File: config.mk
export PLATFORM = sky130hd
export DESIGN_NAME = complex_res_fifo_flat
export DESIGN_NICKNAME = d
export VERILOG_FILES = /design/src/rtl/complex_res_fifo_if.sv /design/src/rtl/complex_res_fifo.sv /design/src/flat_wrapper.sv
export SDC_FILE = /design/constraint.sdc
export NUM_CORES = 1
export LEC_CHECK = 0
export ABC_AREA = 1
export BUFFER_PORTS_ARGS = -buffer_cell sky130_fd_sc_hd__buf_2
export CORE_ASPECT_RATIO = 0.5
export CORE_MARGIN = 2
export CORE_UTILIZATION = 40
export DETAILED_ROUTE_END_ITERATION = 8
export PLACE_DENSITY_LB_ADDON = 0.08
export SETUP_SLACK_MARGIN = 0.5
export SLEW_MARGIN = 20
export SYNTH_ARGS = -nofsm -noshare
export SYNTH_HDL_FRONTEND = slang
export SYNTH_SLANG_ARGS = --single-unit
File: constraint.sdc
create_clock -name clk -period 3.2 [get_ports clk]
set_clock_uncertainty 0.2 [all_clocks]
set_input_delay 0.16 -clock clk [delete_from_list [all_inputs] [get_ports clk]]
set_output_delay 0.16 -clock clk [all_outputs]
set_load 0.1 [all_outputs]
File: src/rtl/complex_res_fifo_if.sv
// Handshake and status bundle between the complex multiplier, the result FIFO and its consumer.
interface complex_res_fifo_if #(
    parameter int DATA_WIDTH = 8,
    parameter int DEPTH      = 4
);
    logic                        in_val;
    logic                        in_ready;
    logic [2*DATA_WIDTH-1:0]     in_re;
    logic [2*DATA_WIDTH-1:0]     in_im;
    logic                        out_val;
    logic                        out_ready;
    logic [2*DATA_WIDTH-1:0]     out_re;
    logic [2*DATA_WIDTH-1:0]     out_im;
    logic [$clog2(DEPTH):0]      count;
    logic                        full;
    logic                        empty;

    modport master (
        output in_val, in_re, in_im, out_ready,
        input  in_ready, out_val, out_re, out_im, count, full, empty
    );

    modport slave (
        input  in_val, in_re, in_im, out_ready,
        output in_ready, out_val, out_re, out_im, count, full, empty
    );
endinterface

File: src/rtl/complex_res_fifo.sv
// First-word-fall-through result buffer decoupling the complex multiplier from a stalling consumer.
module complex_res_fifo #(
    parameter int DATA_WIDTH = 8,
    parameter int DEPTH      = 4
) (
    input  logic                  clk,
    input  logic                  rstn,
    input  logic                  sw_rst,
    complex_res_fifo_if.slave     bus
);
    localparam int AW = $clog2(DEPTH);
    localparam int CW = AW + 1;
    localparam int WW = 2 * DATA_WIDTH;

    logic [2*WW-1:0] mem [DEPTH];
    logic [AW-1:0]   wr_ptr;
    logic [AW-1:0]   rd_ptr;
    logic [CW-1:0]   cnt;
    logic            full;
    logic            empty;
    logic            push;
    logic            pop;

    assign full  = (cnt == CW'(DEPTH));
    assign empty = (cnt == '0);
    assign push  = bus.in_val & ~full;
    assign pop   = bus.out_ready & ~empty;

    always_ff @(posedge clk) begin
        if (!rstn || sw_rst) begin
            wr_ptr <= '0;
            rd_ptr <= '0;
            cnt    <= '0;
        end else begin
            if (push) wr_ptr <= wr_ptr + AW'(1);
            if (pop)  rd_ptr <= rd_ptr + AW'(1);
            case ({push, pop})
                2'b10:   cnt <= cnt + CW'(1);
                2'b01:   cnt <= cnt - CW'(1);
                default: cnt <= cnt;
            endcase
        end
    end

    // Contents are never cleared; the empty gate on the outputs hides stale words.
    always_ff @(posedge clk) begin
        if (push) mem[wr_ptr] <= {bus.in_re, bus.in_im};
    end

    assign bus.in_ready = ~full;
    assign bus.out_val  = ~empty;
    assign bus.out_re   = empty ? '0 : mem[rd_ptr][2*WW-1:WW];
    assign bus.out_im   = empty ? '0 : mem[rd_ptr][WW-1:0];
    assign bus.count    = cnt;
    assign bus.full     = full;
    assign bus.empty    = empty;
endmodule

File: src/flat_wrapper.sv
// flat-port wrapper written by rule: the top's interface ports become plain ports
module complex_res_fifo_flat 
#(
    parameter int DATA_WIDTH = 8,
    parameter int DEPTH      = 4
)
  (clk, rstn, sw_rst, bus_in_val, bus_in_re, bus_in_im, bus_out_ready, bus_in_ready, bus_out_val, bus_out_re, bus_out_im, bus_count, bus_full, bus_empty);
  complex_res_fifo_if #(.DATA_WIDTH(DATA_WIDTH), .DEPTH(DEPTH)) bus_i ();
  input  logic clk;
  input  logic rstn;
  input  logic sw_rst;
  input wire logic [$bits(bus_i.in_val)-1:0] bus_in_val;
  input wire logic [$bits(bus_i.in_re)-1:0] bus_in_re;
  input wire logic [$bits(bus_i.in_im)-1:0] bus_in_im;
  input wire logic [$bits(bus_i.out_ready)-1:0] bus_out_ready;
  output wire logic [$bits(bus_i.in_ready)-1:0] bus_in_ready;
  output wire logic [$bits(bus_i.out_val)-1:0] bus_out_val;
  output wire logic [$bits(bus_i.out_re)-1:0] bus_out_re;
  output wire logic [$bits(bus_i.out_im)-1:0] bus_out_im;
  output wire logic [$bits(bus_i.count)-1:0] bus_count;
  output wire logic [$bits(bus_i.full)-1:0] bus_full;
  output wire logic [$bits(bus_i.empty)-1:0] bus_empty;
  assign bus_i.in_val = bus_in_val;
  assign bus_i.in_re = bus_in_re;
  assign bus_i.in_im = bus_in_im;
  assign bus_i.out_ready = bus_out_ready;
  assign bus_in_ready = bus_i.in_ready;
  assign bus_out_val = bus_i.out_val;
  assign bus_out_re = bus_i.out_re;
  assign bus_out_im = bus_i.out_im;
  assign bus_count = bus_i.count;
  assign bus_full = bus_i.full;
  assign bus_empty = bus_i.empty;
  complex_res_fifo #(.DATA_WIDTH(DATA_WIDTH), .DEPTH(DEPTH)) u_core (.clk(clk), .rstn(rstn), .sw_rst(sw_rst), .bus(bus_i));
endmodule
After elaboration in Yosys (flattened, before gate mapping)
Memories as Yosys holds them, arrays and structs flattened. A register that Yosys moved wholly into a read port is not among the register bits.
Cells that the tools add are included.
W data, S select, Z words.
{ "totals": {"register_bits": 7, "mem_bits_rw": 128, "output_inout_bits": 39, "word_cells": 26, "mem_count": 1} }
{ "memory_table": {"columns": ["name", "words", "width", "read_ports", "rd_ports_with_merged_regs", "wr", "line", "text"], "rows": [
  ["u_core.mem", 4, 32, 1, 1, 1, "complex_res_fifo.sv:15", "logic [2*WW-1:0] mem [DEPTH];"]
]} }
{ "op_classes": {"add_sub_neg": 4, "eq_ne": 3, "mux": 7, "bitwise_logic": 4, "reduce_logical": 4} }
{ "ops": {"columns": ["cell", "n"], "rows": [
  ["$mux W16", 2],
  ["$pmux W3 S2", 1],
  ["$add A2 B1 Y2 const B", 2],
  ["$mux W2", 2],
  ["$add A3 B1 Y3 const B", 1],
  ["$eq A3 B3 Y1 const B", 1],
  ["$logic_not A3 Y1", 1],
  ["$sub A3 B1 Y3 const B", 1],
  ["$and A1 B1 Y1", 2],
  ["$eq A2 B1 Y1 const B", 1],
  ["$eq A2 B2 Y1 const B", 1],
  ["$mux W1", 2],
  ["$not A1 Y1", 2],
  ["$reduce_bool A2 Y1", 1],
  ["$logic_not A1 Y1", 1],
  ["$logic_or A1 B1 Y1", 1]
]} }

Longest topological paths before layout
Gate-level depths: netlist of run 1.
{ "depth": {"depth_word": 5, "ltp_mapped": 13, "ltp_nobuf": 13} }

Worst setup path before layout of run 1
No wires, ideal clock.
{ "synth_path": {"path_kind": "reg2out", "start": "register u_core.cnt[2], in the netlist u_core.bus.count[2]", "end": "output port bus_out_im[10]", "arrival_time_ns": 4.035, "setup_slack_ns": -1.195, "stages_incl_launch_ff": 6, "n_path_buf": 1, "cell_sequence": "dfxtp_1 > inv_1 > nand2_1 > inv_1 > buf_2 > a21oi_1"} }
{ "synth_between": {"elab_chain_cells": 2} }
{ "synth_lines": {"columns": ["element", "line", "text"], "rows": [
  ["from (decl)", "complex_res_fifo.sv:18", "logic [CW-1:0] cnt;"],
  ["from (signal assigned)", "complex_res_fifo.sv:38", "2'b10: cnt <= cnt + CW'(1);"],
  ["from (signal assigned)", "complex_res_fifo.sv:39", "2'b01: cnt <= cnt - CW'(1);"],
  ["from (signal assigned)", "complex_res_fifo.sv:40", "default: cnt <= cnt;"],
  ["$logic_not A3 Y1", "complex_res_fifo.sv:25", "assign empty = (cnt == '0);"],
  ["via bus_empty", "flat_wrapper.sv:22", "output wire logic [$bits(bus_i.empty)-1:0] bus_empty;"],
  ["$mux W16", "complex_res_fifo.sv:53", "assign bus.out_im = empty ? '0 : mem[rd_ptr][WW-1:0];"],
  ["to (decl)", "flat_wrapper.sv:19", "output wire logic [$bits(bus_i.out_im)-1:0] bus_out_im;"]
]} }
The timed path passes the listed nets, and every way through them passes these cells.

==> results of run 1 <==
## worst reg2reg max path, cell delays in order, from the launching register on
cell	delay [ns]
dfxtp_4	0.34
nor2_1	0.32
nand2_4	0.11
nand2_2	0.25
ha_1	0.22
inv_1	0.07
fa_1	0.38
inv_1	0.07
nand2_1	0.04
nand3_1	0.08
nand2_1	0.05
nand2_1	0.05
nor2_1	0.03
## synthesized netlist by cell type (all sizes together)
cell type | count | area share (%)
nand3 | 5 | 0.46
fa | 1 | 0.37
o21ai | 66 | 6.1
edfxtp | 128 | 70
clkbuf | 8 | 0.57
buf | 15 | 2.2
dfxtp | 9 | 3.3
nor2 | 139 | 9.6
ha | 5 | 1.1
nand2 | 15 | 1.0
a21oi | 37 | 3.4
inv | 21 | 1.4
## through the flow
stage | hold WS [ns] | std cells
6_report | 0.2846 | 758
5_1_grt | 0.2957 | 758
4_1_cts | 0.2843 | 758
3_5_place_dp | 0.1788 | 689
3_3_place_gp | 0.1755 | 689
2_1_floorplan | 0.05887 | 449
## worst min-delay path by stage
stage | from | endpoint | depth (start not counted)
final | u_core.rd_ptr[1] | flip-flop | 2
after global routing | bus_in_re[5] | u_core.mem[3][21] | 2
after CTS | bus_in_re[5] | u_core.mem[3][21] | 2
after detailed placement | bus_in_re[8] | u_core.mem[2][24] | 1
after global placement | bus_in_re[8] | u_core.mem[0][24] | 1
after floorplan | bus_in_im[0] | u_core.mem[0][0] | 0
## flip-flops by register name, summed over array words and instances (netlist names), named ones only
name,cells
u_core.bus.count,3
u_core.mem,128
u_core.rd_ptr,2
u_core.wr_ptr,2
## power by group
group / leakage, µW / total (µW) / internal (µW) / switching, µW
sequential: 0.00125 / 2020 / 2010 / 11.6
combinational: 0.00123 / 793 / 255 / 539
clock: 0.000305 / 2050 / 1310 / 742
## logic make-up (layout without fill, tap and decap cells)
family          count (synthesis)  after routing  share of synthesized area, %
compound gates                103            103                         9.452
simple gates                  159            159                         11.06
flops                         137            137                         73.78
fa+ha+maj                       6              6                         1.514
buf+inv                        44            177                         4.198
## metal layers
layer  up-vias  part of all wire [%]  track usage (%)  wire length, µm
met5         -                     0                0                0
met4         0                  0.72            5.828               84
met3        10                   4.7            4.247              540
met2        79                    46            27.68             5293
met1      1686                    49            23.57             5677
li1       1807                     -                -                -
## area by class of cell
cell class,count,area [µm²]
clock buffers,17,425.4
repair buffers,124,1341
clock inverters,15,198.9
well taps,176,220.2
fillers,1100,5699
multi-input cells,268,1436
inverters,21,78.83
flip-flops and latches,137,4038
==> impl_metrics.json, run 1 <==
{
  "min_period_over_period_pct": 77.68,
  "crit_path_max_fanout": 64,
  "arrival_ns": 2.13,
  "vias_per_cell": 4.726,
  "start_kind": "flip-flop",
  "antenna_cells": 0,
  "required_ns": 2.84,
  "ant_nets": 0,
  "dieWidth_um": 169.1,
  "start_util_pct": 40.59,
  "port_buffers": 75,
  "areaGrowthSynthToFinish_pct": 41.89,
  "syn_area_per_cell_um2": 12.15,
  "dp_slack_ns": 0.9127,
  "tns_ns": 0,
  "clock-sinks": 137,
  "wl_per_cell_um": 15.30,
  "maxCapViolations": 0,
  "r2r_slack_ns": 0.88,
  "final_cell_mix": "nor2_1 (135), edfxtp_1 (128), buf_2 (43)",
  "maxSlewViolCount": 0,
  "grt_overflow": 0,
  "powerDensity_nw_per_um2": 628.1,
  "rows": 30,
  "cts_root_buffer": "clkbuf_16",
  "num_io_pins": 76,
  "crit_slowest_cell": "buf_4",
  "antenna_found_initial": 0,
  "peakVddDrop_v": 0.0002962,
  "cts_hold_buffers": 37,
  "crit_end": "bus_out_im[11]",
  "cts_max_path_buffers": 2,
  "cp.depth": 6,
  "rr_worst_depth": 12,
  "post-route-min-period_ns": 2.486,
  "drt_iter0_markers": 192,
  "final-hold-violation-count": 0,
  "grt_pass1_vias": 3657,
  "clk_pin_slew_worst_paths_ns": 0.06,
  "post_cts_buffers": 0,
  "clk_latency_ns": 0.41,
  "hpwlAfterDp_um": 6686,
  "finalSetupViolCount": 0,
  "die_area_um2": 14640,
  "chipHeight_um": 86.57,
  "slowest_delay_ns": 0.56,
  "synthCells": 449,
  "placed_cell_area_um2": 6744,
  "track_usage_pct": 17.32,
  "core_um2": 13440,
  "rsz0062_at_grt": "no",
  "critPathCaptureType": "output port",
  "synth_warnings": 0,
  "place_congestion": 0.7892,
  "firstDrtPassIters": 5,
  "fin_nets": 612,
  "crit_type": "flip-flop to output port",
  "layout-drive-gt1-share_pct": 28.18,
  "relSlewSlack_pct": 53.13,
  "cts_tree": "done",
  "synth_nets": 492,
  "layout_setup_ws_ns": 0.7143,
  "drc": 0,
  "hold_class": "flip-flop to flip-flop",
  "synth.distinct_cells": 16,
  "outcome": "finished, final reports clean",
  "tightest_slew_ns": 0.7030,
  "h-tree-depth": 4,
  "seq_area_frac_synth_pct": 73.78,
  "crit_chain": "buf_4, nor2_1, nor2_1, o21ai_0, a21oi_4, buf_12",
  "synth_area_um2": 5454,
  "synth_seq_cells": 137,
  "r2r_end": "u_core.bus.count[2]",
  "grt_pass1_wl_um": 18910,
  "critPathBufInv": 2,
  "grt_max_degree": 65,
  "final_util_pct": 57.59,
  "critPathMostFrequentCell": "nor2_1",
  "cts_buffers": 17,
  "fmax_mhz": 402.3,
  "critPathTopFamily": "buffers and inverters",
  "cts.repair.resized": 0,
  "rr_startpoint": "u_core.bus.count[0]",
  "drt_wl_total_um": 11600,
  "total_power_uw": 4861,
  "final_common_cell": "nor2_1",
  "vias": 3582,
  "leakage_uw": 0.002789,
  "fin_area_um2": 7739
}
Note: power is estimated with default switching activity, not from simulation.
==> run 2: changes to the inputs <==
- clock period: 3.2 -> 2.2 ns (I/O delays scaled with it)
==> run 2 against run 1 <==
- core utilization rose by 9.0 points
- register-to-register slack got worse by 0.67 ns
- non-clock buffer count rose by 40
- clock power rose by 42%
- worst hold slack got worse by 0.25 ns
- routed wire length rose by 23%
- setup slack got worse by 0.55 ns
- power rose by 51%
- first-iteration DRC count rose by 39%
- sequential power rose by 46%
==> impl_metrics.json, run 2 (synthesis results as in run 1) <==
{
  "start_util_pct": 40.59,
  "dp_slack_ns": 0.09780,
  "firstDrtPassIters": 4,
  "place_congestion": 0.7052,
  "drt_iter0_markers": 266,
  "fmax_mhz": 490.5,
  "switching_share_pct": 26.75,
  "finalSetupViolCount": 0,
  "cts_root_buffer": "clkbuf_16",
  "antenna_found_initial": 0,
  "tns_ns": 0,
  "critPathCaptureType": "output port",
  "port_buffers": 75,
  "total_power_uw": 7335,
  "crit_type": "flip-flop to output port",
  "hpwlAfterDp_um": 7563,
  "wl_per_cell_um": 17.83,
  "powerDensity_nw_per_um2": 819.8,
  "rows": 30,
  "cts_buffers": 17,
  "grt_max_degree": 39,
  "share_comb_of_total_power_pct": 20.1,
  "start_kind": "flip-flop",
  "vias_per_cell": 4.964,
  "final_cell_mix": "edfxtp_1 (128), nor2_1 (111), buf_12 (49)",
  "chipHeight_um": 86.57,
  "track_usage_pct": 20.56,
  "maxCapViolations": 0,
  "final_common_cell": "edfxtp_1",
  "outcome": "finished, final reports clean",
  "rsz0062_at_grt": "yes",
  "areaGrowthSynthToFinish_pct": 64.05,
  "grt_pass1_wl_um": 22000,
  "ant_nets": 0,
  "cts_tree": "done",
  "required_ns": 1.89,
  "cts_max_path_buffers": 2,
  "antenna_cells": 0,
  "die_area_um2": 14640,
  "min_period_over_period_pct": 92.66,
  "maxSlewViolCount": 0,
  "crit_path_max_fanout": 8,
  "largest_register_ffs": 128,
  "drc": 0,
  "nFillCells": 977,
  "post-route-min-period_ns": 2.039,
  "clock-sinks": 137,
  "layout-drive-gt1-share_pct": 40.06,
  "top_register": "u_core.mem",
  "dieWidth_um": 169.1,
  "layout_setup_ws_ns": 0.1614,
  "p_int_uw": 5373,
  "leakage_uw": 0.003209,
  "grt_pass1_vias": 3942,
  "fin_nets": 654,
  "hold_class": "primary input to flip-flop",
  "vias": 3971,
  "h-tree-depth": 4,
  "drt_wl_total_um": 14270,
  "relSlewSlack_pct": 67.47,
  "peakVddDrop_v": 0.0004404,
  "clk_latency_ns": 0.40,
  "final-hold-violation-count": 0,
  "tightest_slew_ns": 0.4914,
  "clk_pin_slew_worst_paths_ns": 0.06,
  "num_io_pins": 76,
  "core_um2": 13440,
  "grt_overflow": 0,
  "p_seq_share_pct": 40.2,
  "pwr-share-clk_pct": 39.8,
  "arrival_ns": 1.73,
  "p_switching_uw": 1962,
  "timing.hold.ws_ns": 0.03048
}
-- run 2: changes by cell type in the layout (fill, tap and decap cells not counted), moves of 5 or more --
cell,delta
buf_16,+9
nor2_1,-24
buf_12,+15
o21ai_0,-18
nor2_2,+14
nor2_4,+12
o21ai_2,+13
o21ai_1,+5
a21oi_4,+20
buf_8,+5
a21oi_2,-19
buf_6,+12
-- run 2: cell type report --
class                      count  area (µm²)  share of cell area, %
sequential                   137        4040                  45.15
timing repair buffer         164        2137                  23.88
multi-input combinational    270        1831                  20.46
clock buffer                  18       429.2                  4.797
tap                          176       220.2                  2.461
clock inverter                14       178.9                  2.000
inverter                      21       111.4                  1.245
-- run 2: final timing paths --
check                           slack, ns             endpoint  cells after the start                 from
worst max register to register       0.21  u_core.bus.count[2]                     11  u_core.bus.count[0]
worst min-delay path                 0.03  u_core.bus.count[0]                      5           bus_in_val
worst min register to register       0.33            flip-flop                      2     u_core.rd_ptr[1]
worst max-delay path                 0.16        bus_out_re[3]                      7            flip-flop
-- run 2: power by group through the flow --
stage	Sequential [µW]	Combinational (µW)	Clock [µW]
after global routing	2950	1540	3070
after global placement	2990	1200	0
after floorplan	3010	770	0
final	2950	1470	2920
after detailed placement	2990	1200	0
after CTS	2940	1410	2940
-- run 2: per-stage QoR --
step / instance area [µm²] / cells / utilization (%)
final: 8947 / 800 / 66.58
after global routing: 8947 / 800 / 66.58
after CTS: 8567 / 790 / 63.75
after detailed placement: 7015 / 697 / 52.21
after global placement: 7015 / 697 / 52.21
after floorplan: 5919 / 449 / -
-- run 2: timing repair --
action                                 in CTS  in global routing
pin swaps                                  17                 35
hold buffers                               36                  0
resized for setup                          69                 71
cloned                                      9                  2
setup endpoints to repair                 141                170
endpoints found under the hold margin     137                  0
setup buffers                              16                  8
-- run 2: worst max-delay path, stage by stage (launching register included) --
cell and delay, ns:
dfxtp_4 0.42, buf_12 0.14, buf_16 0.14, nor2_1 0.05, nor2_1 0.07, o21ai_1 0.11, a21oi_4 0.20, buf_12 0.19
-- run 2: routing by layer --
| metal | vias up | track usage, % | part of all wire (%) |
|---|---|---|---|
| met5 | - | 0 | 0 |
| met1 | 1950 | 29.66 | 47 |
| li1 | 1904 | - | - |
| met3 | 5 | 4.064 | 5.2 |
| met4 | 0 | 4.662 | 0.29 |
| met2 | 112 | 32.69 | 48 |
==> run 3: changes to the inputs <==
- RECOVER_POWER: default -> 25
==> run 3 against run 2 <==
- global-route usage unchanged
- core utilization decreased by 0.20 points
- power decreased by 0.14%
- sequential power about the same
- die area unchanged
- worst hold slack improved by 0.00093 ns
- non-clock buffer count unchanged
- first-iteration DRC count increased by 0.38%
- routed wire length about the same
- critical endpoint unchanged
- highest routed layer unchanged
==> impl_metrics.json, run 3 (synthesis results as in run 1) <==
{
  "met2_length_um": 6787,
  "fin_nets": 654,
  "finalSetupViolCount": 0,
  "final-hold-violation-count": 0,
  "fin_area_um2": 8921,
  "final_cell_mix": "edfxtp_1 (128), nor2_1 (111), buf_12 (49)",
  "hpwlAfterDp_um": 7563,
  "ant_nets": 0,
  "start_util_pct": 40.59,
  "slowest_delay_ns": 0.42,
  "multiInputGateArea_um2": 1831,
  "fmax_mhz": 490.6,
  "grt_pass1_wl_um": 22000,
  "crit_type": "flip-flop to output port",
  "vias": 3977,
  "switching_share_pct": 26.72,
  "pwr-share-clk_pct": 39.7,
  "critPathCaptureType": "output port",
  "leakage_uw": 0.003151,
  "core_um2": 13440,
  "crit_chain": "buf_12, buf_16, nor2_1, nor2_1, o21ai_1, a21oi_4, buf_12",
  "final_common_cell": "edfxtp_1",
  "dp_slack_ns": 0.09780,
  "antenna_cells": 0,
  "required_ns": 1.89,
  "grt_max_degree": 39,
  "powerDensity_nw_per_um2": 821.0,
  "seq_area_um2": 4040,
  "nFillCells": 984,
  "cts_tree": "done",
  "rr_startpoint": "u_core.bus.count[0]",
  "hold_class": "primary input to flip-flop",
  "tns_ns": 0,
  "largest_register_ffs": 128,
  "drt_wl_total_um": 14260,
  "areaGrowthSynthToFinish_pct": 63.57,
  "layout_setup_ws_ns": 0.1617,
  "p_switching_uw": 1957,
  "top_register": "u_core.mem",
  "placed_cell_area_um2": 7015,
  "crit_slowest_cell": "dfxtp_4",
  "place_congestion": 0.7052,
  "critPathTopFamily": "buffers and inverters",
  "port_buffers": 75,
  "peakVddDrop_v": 0.0004393,
  "antenna_found_initial": 0,
  "min_to": "u_core.bus.count[0]",
  "share_comb_of_total_power_pct": 20.0,
  "cts_root_buffer": "clkbuf_16",
  "arrival_ns": 1.73,
  "wl_met3_um": 720,
  "crit_path_max_fanout": 8,
  "rr_worst_depth": 11,
  "relSlewSlack_pct": 67.47,
  "cts_buffers": 17,
  "vias_per_cell": 4.971,
  "grt_overflow": 0,
  "rsz0062_at_grt": "yes",
  "start_kind": "flip-flop",
  "r2r_end": "u_core.bus.count[2]",
  "p_int_uw": 5367,
  "outcome": "finished, final reports clean",
  "p_seq_share_pct": 40.2,
  "layout-drive-gt1-share_pct": 36.70,
  "chipHeight_um": 86.57,
  "maxCapViolations": 0,
  "drc": 0,
  "top_layer": "met4",
  "grt_pass1_vias": 3942,
  "track_usage_pct": 20.56,
  "rows": 30,
  "total_power_uw": 7324,
  "worstHoldStart": "bus_in_val",
  "cts_max_path_buffers": 2,
  "post-route-min-period_ns": 2.038,
  "clk_latency_ns": 0.40,
  "dieWidth_um": 169.1,
  "drt-met1-wl_um": 6694,
  "drt_iter0_markers": 267,
  "tightest_slew_ns": 0.4914,
  "clk_pin_slew_worst_paths_ns": 0.06,
  "clock-sinks": 137,
  "die_area_um2": 14640,
  "maxSlewViolCount": 0,
  "firstDrtPassIters": 4,
  "num_io_pins": 76,
  "min_period_over_period_pct": 92.65,
  "wl_per_cell_um": 17.82,
  "critPathBufInv": 3,
  "hold_path_depth": 5,
  "r2r_slack_ns": 0.21,
  "h-tree-depth": 4
}
run 3: cell count changes in the layout (fill, tap and decap cells not counted):
| cell | change |
|---|---|
| buf_2 | -21 |
| clkbuf_1 | +21 |
run 3: layout make-up:
cell class | instances | share of cell area [%]
Sequential cell | 137 | 45.29
Timing Repair Buffer | 164 | 23.66
Clock inverter | 14 | 2.006
Clock buffer | 18 | 4.811
Tap cell | 176 | 2.468
Inverter | 21 | 1.248
Multi-Input combinational cell | 270 | 20.52
run 3: metal layers:
metal / global-route usage [%] / vias up
met2: 32.69 / 111
met1: 29.66 / 1957
met5: 0 / -
met4: 4.662 / 0
li1: - / 1902
met3: 4.064 / 7
run 3: worst max path at each step:
stage / from / endpoint / depth (start not counted)
5_1_grt: flip-flop / bus_out_re[1] / 5
3_5_place_dp: u_core.wr_ptr[1] / u_core.mem[1][29] / 5
6_report: flip-flop / bus_out_re[3] / 7
2_1_floorplan: u_core.bus.count[2] / bus_out_im[15] / 4
3_3_place_gp: u_core.wr_ptr[0] / u_core.mem[1][20] / 4
4_1_cts: flip-flop / bus_out_im[14] / 7
run 3: repair_timing:
item / 4_1_cts / 5_1_grt
setup buffers: 16 / 8
hold buffers: 36 / 0
resized for setup: 69 / 71
endpoints found under the setup margin: 141 / 170
pin swaps: 17 / 35
endpoints found under the hold margin: 137 / 0
gates cloned: 9 / 2
run 3: stage by stage:
step	util, %	hold slack (ns)	cells
6_report	66.39	0.03141	800
5_1_grt	66.39	0.02448	800
4_1_cts	63.75	0.01968	790
3_5_place_dp	52.21	0.1297	697
3_3_place_gp	52.21	0.1286	697
2_1_floorplan	-	0.008869	449
run 3: power groups by stage:
| stage | Sequential [µW] | Combinational [µW] | Clock (µW) |
|---|---|---|---|
| final | 2950 | 1470 | 2910 |
| after global routing | 2950 | 1530 | 3070 |
| after CTS | 2940 | 1410 | 2940 |
| after detailed placement | 2990 | 1200 | 0 |
| after global placement | 2990 | 1200 | 0 |
| after floorplan | 3010 | 770 | 0 |
run 3: worst register-to-register path, delay by kind of cell, from the launching register on:
kind | cells | cell delay [ns]
buf+inv | 2 | 0.14
simple gates | 7 | 0.74
flops | 1 | 0.35
fa+ha+maj | 2 | 0.46
